**src/rtl/debounce_pkg.sv**
```systemverilog
// Shared constants and helpers for the multi-channel debouncer.
// Default timing and a width helper that never returns less than one bit.
package debounce_pkg;

   localparam int DEBOUNCE_DIVIDE = 65536;
   localparam int DEBOUNCE_STABLE = 1;

   typedef enum logic {
      ST_STABLE  = 1'b0,
      ST_PENDING = 1'b1
   } chan_state_t;

   function automatic int clog2_min1(input int value);
      int width;
      width = 1;
      while ((1 << width) < value) begin
         width++;
      end
      return width;
   endfunction

endpackage

```
**src/rtl/debounce_channel.sv**
```systemverilog
// One debounce channel: 2-flop synchroniser, stability counter, level and edge flops.
// The channel is PENDING whenever its counter is non-zero.
module debounce_channel
   import debounce_pkg::*;
#(
   parameter int   STABLE_COUNT = DEBOUNCE_STABLE,
   parameter logic RESET_LEVEL  = 1'b0
) (
   input  logic clock,
   input  logic reset,
   input  logic i_tick,
   input  logic i_in,
   output logic o_out,
   output logic o_rise,
   output logic o_fall
);

   localparam int               CNT_W = clog2_min1(STABLE_COUNT + 1);
   localparam logic [CNT_W-1:0] LAST  = CNT_W'(STABLE_COUNT);

   logic             r_s1;
   logic             r_s2;
   logic             r_out;
   logic             r_rise;
   logic             r_fall;
   logic [CNT_W-1:0] r_cnt;

   chan_state_t      w_state;
   logic [CNT_W-1:0] w_cnt_inc;
   logic [CNT_W-1:0] w_cnt_nxt;
   logic             w_out_nxt;
   logic             w_rise_nxt;
   logic             w_fall_nxt;

   always_ff @(posedge clock or negedge reset) begin
      if (!reset) begin
         r_s1   <= RESET_LEVEL;
         r_s2   <= RESET_LEVEL;
         r_out  <= RESET_LEVEL;
         r_rise <= 1'b0;
         r_fall <= 1'b0;
         r_cnt  <= '0;
      end else begin
         r_s1   <= i_in;
         r_s2   <= r_s1;
         r_out  <= w_out_nxt;
         r_rise <= w_rise_nxt;
         r_fall <= w_fall_nxt;
         r_cnt  <= w_cnt_nxt;
      end
   end

   always_comb begin
      w_state    = (r_cnt == '0) ? ST_STABLE : ST_PENDING;
      w_cnt_inc  = r_cnt + CNT_W'(1);
      w_cnt_nxt  = r_cnt;
      w_out_nxt  = r_out;
      w_rise_nxt = 1'b0;
      w_fall_nxt = 1'b0;
      if (i_tick) begin
         if (r_s2 == r_out) begin
            // A sample matching the current level cancels any partial run.
            if (w_state == ST_PENDING) begin
               w_cnt_nxt = '0;
            end
         end else if (w_cnt_inc == LAST) begin
            w_out_nxt  = r_s2;
            w_cnt_nxt  = '0;
            w_rise_nxt = r_s2;
            w_fall_nxt = !r_s2;
         end else begin
            w_cnt_nxt = w_cnt_inc;
         end
      end
   end

   assign o_out  = r_out;
   assign o_rise = r_rise;
   assign o_fall = r_fall;

endmodule

```
**src/rtl/debounce_multi.sv**
```systemverilog
// Multi-channel debouncer: shared sample prescaler feeding independent channels.
// A tick fires on every enabled cycle where the prescaler sits at zero.
module debounce_multi
   import debounce_pkg::*;
#(
   parameter int   CHANNELS     = 4,
   parameter int   DIVIDE       = DEBOUNCE_DIVIDE,
   parameter int   STABLE_COUNT = DEBOUNCE_STABLE,
   parameter logic RESET_LEVEL  = 1'b0
) (
   input  logic                clock,
   input  logic                reset,
   input  logic                enable,
   input  logic [CHANNELS-1:0] in,
   output logic [CHANNELS-1:0] out,
   output logic [CHANNELS-1:0] rise,
   output logic [CHANNELS-1:0] fall,
   output logic                sample_tick
);

   localparam int               PRE_W   = clog2_min1(DIVIDE);
   localparam logic [PRE_W-1:0] PRE_MAX = PRE_W'(DIVIDE - 1);

   logic [PRE_W-1:0] r_prescaler;
   logic             r_sample_tick;
   logic             w_tick;

   assign w_tick = enable && (r_prescaler == '0);

   always_ff @(posedge clock or negedge reset) begin
      if (!reset) begin
         r_prescaler   <= '0;
         r_sample_tick <= 1'b0;
      end else begin
         r_sample_tick <= w_tick;
         if (enable) begin
            r_prescaler <= (r_prescaler == PRE_MAX) ? '0 : r_prescaler + PRE_W'(1);
         end
      end
   end

   assign sample_tick = r_sample_tick;

   generate
      for (genvar g = 0; g < CHANNELS; g++) begin : g_chan
         debounce_channel #(
            .STABLE_COUNT (STABLE_COUNT),
            .RESET_LEVEL  (RESET_LEVEL)
         ) u_chan (
            .clock  (clock),
            .reset  (reset),
            .i_tick (w_tick),
            .i_in   (in[g]),
            .o_out  (out[g]),
            .o_rise (rise[g]),
            .o_fall (fall[g])
         );
      end
   endgenerate

endmodule
```
**config.mk**
```make
export PLATFORM = sky130hd
export DESIGN_NAME = debounce_multi
export DESIGN_NICKNAME = d
export VERILOG_FILES = /design/src/rtl/debounce_pkg.sv /design/src/rtl/debounce_channel.sv /design/src/rtl/debounce_multi.sv
export SDC_FILE = /design/constraint.sdc
export NUM_CORES = 1
export LEC_CHECK = 0
export ABC_AREA = 1
export ABC_CLOCK_PERIOD_IN_PS = 2900
export CAP_MARGIN = 20
export CORE_UTILIZATION = 40
export CTS_BUF_LIST = sky130_fd_sc_hd__clkbuf_2 sky130_fd_sc_hd__clkbuf_4 sky130_fd_sc_hd__clkbuf_8
export DETAILED_ROUTE_END_ITERATION = 7
export GPL_ROUTABILITY_DRIVEN = 0
export PLACE_DENSITY_LB_ADDON = 0.3
export SLEW_MARGIN = 40
export SYNTH_ARGS = -nofsm -noshare
export SYNTH_HDL_FRONTEND = slang
export SYNTH_HIERARCHICAL = 1
export SYNTH_SLANG_ARGS = --single-unit
export TNS_END_PERCENT = 20
```
**constraint.sdc**
```tcl
create_clock -name clock -period 2.9 [get_ports clock]
set_clock_uncertainty 0.15 [all_clocks]
set_input_delay 0.58 -clock clock [delete_from_list [all_inputs] [get_ports clock]]
set_output_delay 0.58 -clock clock [all_outputs]
set_load 0.05 [all_outputs]
```
==> flow_summary.yaml <==
timing:
  period_minus_slack_ps: 2260
  drv_slew: 0
  tightest_slew_ps: 503
  whs_ps: 79.9
  relSlewSlack_pct: 66.3
  rsz0062_at_grt: "false"
  setup_violations: 0
  post-route-period-util_pct: 77.8
  hold_viol: 0
  max_freq_mhz: 443
  tns_ps: 0
logic_synthesis:
  synth_warnings: 6
  postSynthNetCount: 222
  synthTopCellsByArea: "dfrtp_1 (53%), nand2_1 (11%), inv_1 (7.9%), ha_1 (7.1%), nor2_1 (5.1%)"
  yosysTopAreaCell: "dfrtp_1"
  ys_seq_area_share_pct: 52.9
  synth.avg_cell_area_um2: 8.54
  syn_inst: 205
  synth-seq-cells: 37
  synth.top_cell.area_share_pct: 52.9
  netlist_area_um2: 1750
  synth.distinct_cells: 20
route:
  drt_first_pass_iters: 5
  drt_iter0_drc: 97
  via_per_inst: 4.58
  vias: 1297
  wl_per_cell_um: 10.6
  drcViolationCount: 0
  routed_wl_um: 3000
  ant_nets: 0
finish:
  fin_util_pct: 51.2
  nets: 249
  drive_gt1_share_pct: 9.44
  antenna_cells: 0
  area_growth_pct: 20.3
clocking:
  cts_inserted_buffers: 5
  clock_path_buffers: 2
  cts_sinks: 37
  clk_pin_slew_ps: 80
  post-cts-setup-buffers: 0
  cts_resized: 0
  root_buffer: "clkbuf_8"
  clk_latency_ps: 290
  cts_tree: "built"
  hold_buffers: 0
  htreeDepth: 2
die:
  core_area_um2: 4120
  start_util_pct: 42.6
  row_count: 23
  die_area_um2: 4650
  ios: 20
  die_x_um: 68.2
  die_h_um: 68.2
power:
  ir_drop_mv: 0.425
  p_per_area_nw_per_um2: 661
  p_leak_nw: 1.14
  power_mw: 1.39
critical_path:
  crit_family: "buffers and inverters"
  endpoint_kind: "primary output"
  path_cells: "clkdlybuf4s50_1"
  critPathSlowestCell: "clkdlybuf4s50_1"
  crit_required_ps: 2170
  cp_max_fo: 4
  start_kind: "flip-flop"
  cp.buffers_inverters: 1
  worstPathArrival_ps: 1530
  max_stage_delay_ps: 820
  worst-setup-path-type: "flip-flop to primary output"
grt:
  grt_pass1_wl_um: 5180
  globalRouteOverflowTotal: 0
  grt_pass1_vias: 1164
  grt_start_max_net_pins: 38
  antenna_found_initial: 0
  track_usage_pct: 15.6
place:
  hpwl_um: 2180
  portBuffers: 19
worst_hold_path:
  hold_class: "primary input to asynchronous set/reset pin"
run_status:
  status: "completed"
flow_run:
  maxCapViolations: 0
flip-flops by register name, summed over array words and instances, names as in the netlist:
register and count:
g_chan.u_chan/o_fall 4, g_chan.u_chan/o_out 4, g_chan.u_chan/o_rise 4, g_chan.u_chan/r_s1 4, g_chan.u_chan/r_s2 4, r_prescaler 16
sample_tick 1
cell usage in the layout, fill, tap and decap left out, types with 2 or more instances in the layout:
cell,netlist,final
inv_2,2,2
clkdlybuf4s50_1,0,18
inv_1,37,37
dfrtp_1,37,37
nor3_1,2,2
nand3_2,2,2
nor2_2,4,4
xor2_1,4,4
nand2_1,53,53
nor2_1,24,24
a21oi_1,2,2
clkinv_4,0,2
o21ai_0,4,4
nand3_1,14,14
ha_1,10,10
buf_4,0,2
clkbuf_8,0,5
nand4_1,4,4
final timing paths:
path	startpoint	to	slack, ps	cells past startpoint
setup / recovery	g_chan[2].u_chan/o_out$_DFFE_PN0P_	out[2]	640	1
hold / removal	reset	g_chan[1].u_chan/o_fall$_DFF_PN0_	80	1
setup reg to reg	r_prescaler[0]$_DFFE_PN0P_	g_chan[1].u_chan/o_out$_DFFE_PN0P_	1200	8
hold reg to reg	g_chan[0].u_chan/r_s1$_DFF_PN0_	g_chan[0].u_chan/r_s2$_DFF_PN0_	200	0
max in group asynchronous	reset	r_prescaler[2]$_DFFE_PN0P_	2190	1
min in group clock	g_chan[0].u_chan/r_s1$_DFF_PN0_	g_chan[0].u_chan/r_s2$_DFF_PN0_	200	0
through the flow:
stage	setup WS (ps)	cell area [um^2]	std cells
after detailed placement	572	2010	275
after floorplan	429	1750	205
after CTS	631	2100	283
after global placement	599	2010	275
final	645	2110	283
after global routing	590	2110	283
synth_stat cells (all sizes together):
| cell | n |
|---|---|
| a21oi | 2 |
| and2 | 1 |
| dfrtp | 37 |
| ha | 10 |
| inv | 40 |
| nand2 | 54 |
| nand3 | 16 |
| nand4 | 4 |
| nor2 | 28 |
| nor3 | 3 |
| nor4 | 1 |
| o21ai | 4 |
| xnor2 | 1 |
| xor2 | 4 |
metal layers:
layer,routed length [um],global-route usage [%],share of wire (%)
met1,1400,20.2,47
met2,1400,23.9,47
met3,151,4.67,5.0
met4,43,7.03,1.4
met5,0,0,0
power breakdown:
group | switching [mW] | total [mW] | leakage (nW) | internal, mW
clock network | 0.196 | 0.366 | 0.0481 | 0.170
registers | 0.0913 | 0.691 | 0.450 | 0.599
logic | 0.217 | 0.336 | 0.646 | 0.119
total | 0.504 | 1.39 | 1.14 | 0.889
area by class of cell:
class | count | area, um^2
inverters | 40 | 153
flip-flops and latches | 37 | 926
fillers | 381 | 2010
clock inverters | 3 | 22.5
clock buffers | 5 | 68.8
multi-input cells | 128 | 679
repair buffers | 20 | 195
well taps | 50 | 62.6
cell families (layout without fill, tap and decap cells):
| family | Yosys count | in the layout | synth area share (%) |
|---|---|---|---|
| compound gates | 6 | 6 | 1.71 |
| xor+xnor | 5 | 5 | 2.50 |
| fa+ha+maj | 10 | 10 | 7.14 |
| buf+inv | 40 | 68 | 8.71 |
| flops | 37 | 37 | 52.9 |
| simple gates | 107 | 107 | 27.1 |
Note: power is estimated with default switching activity, not from simulation.
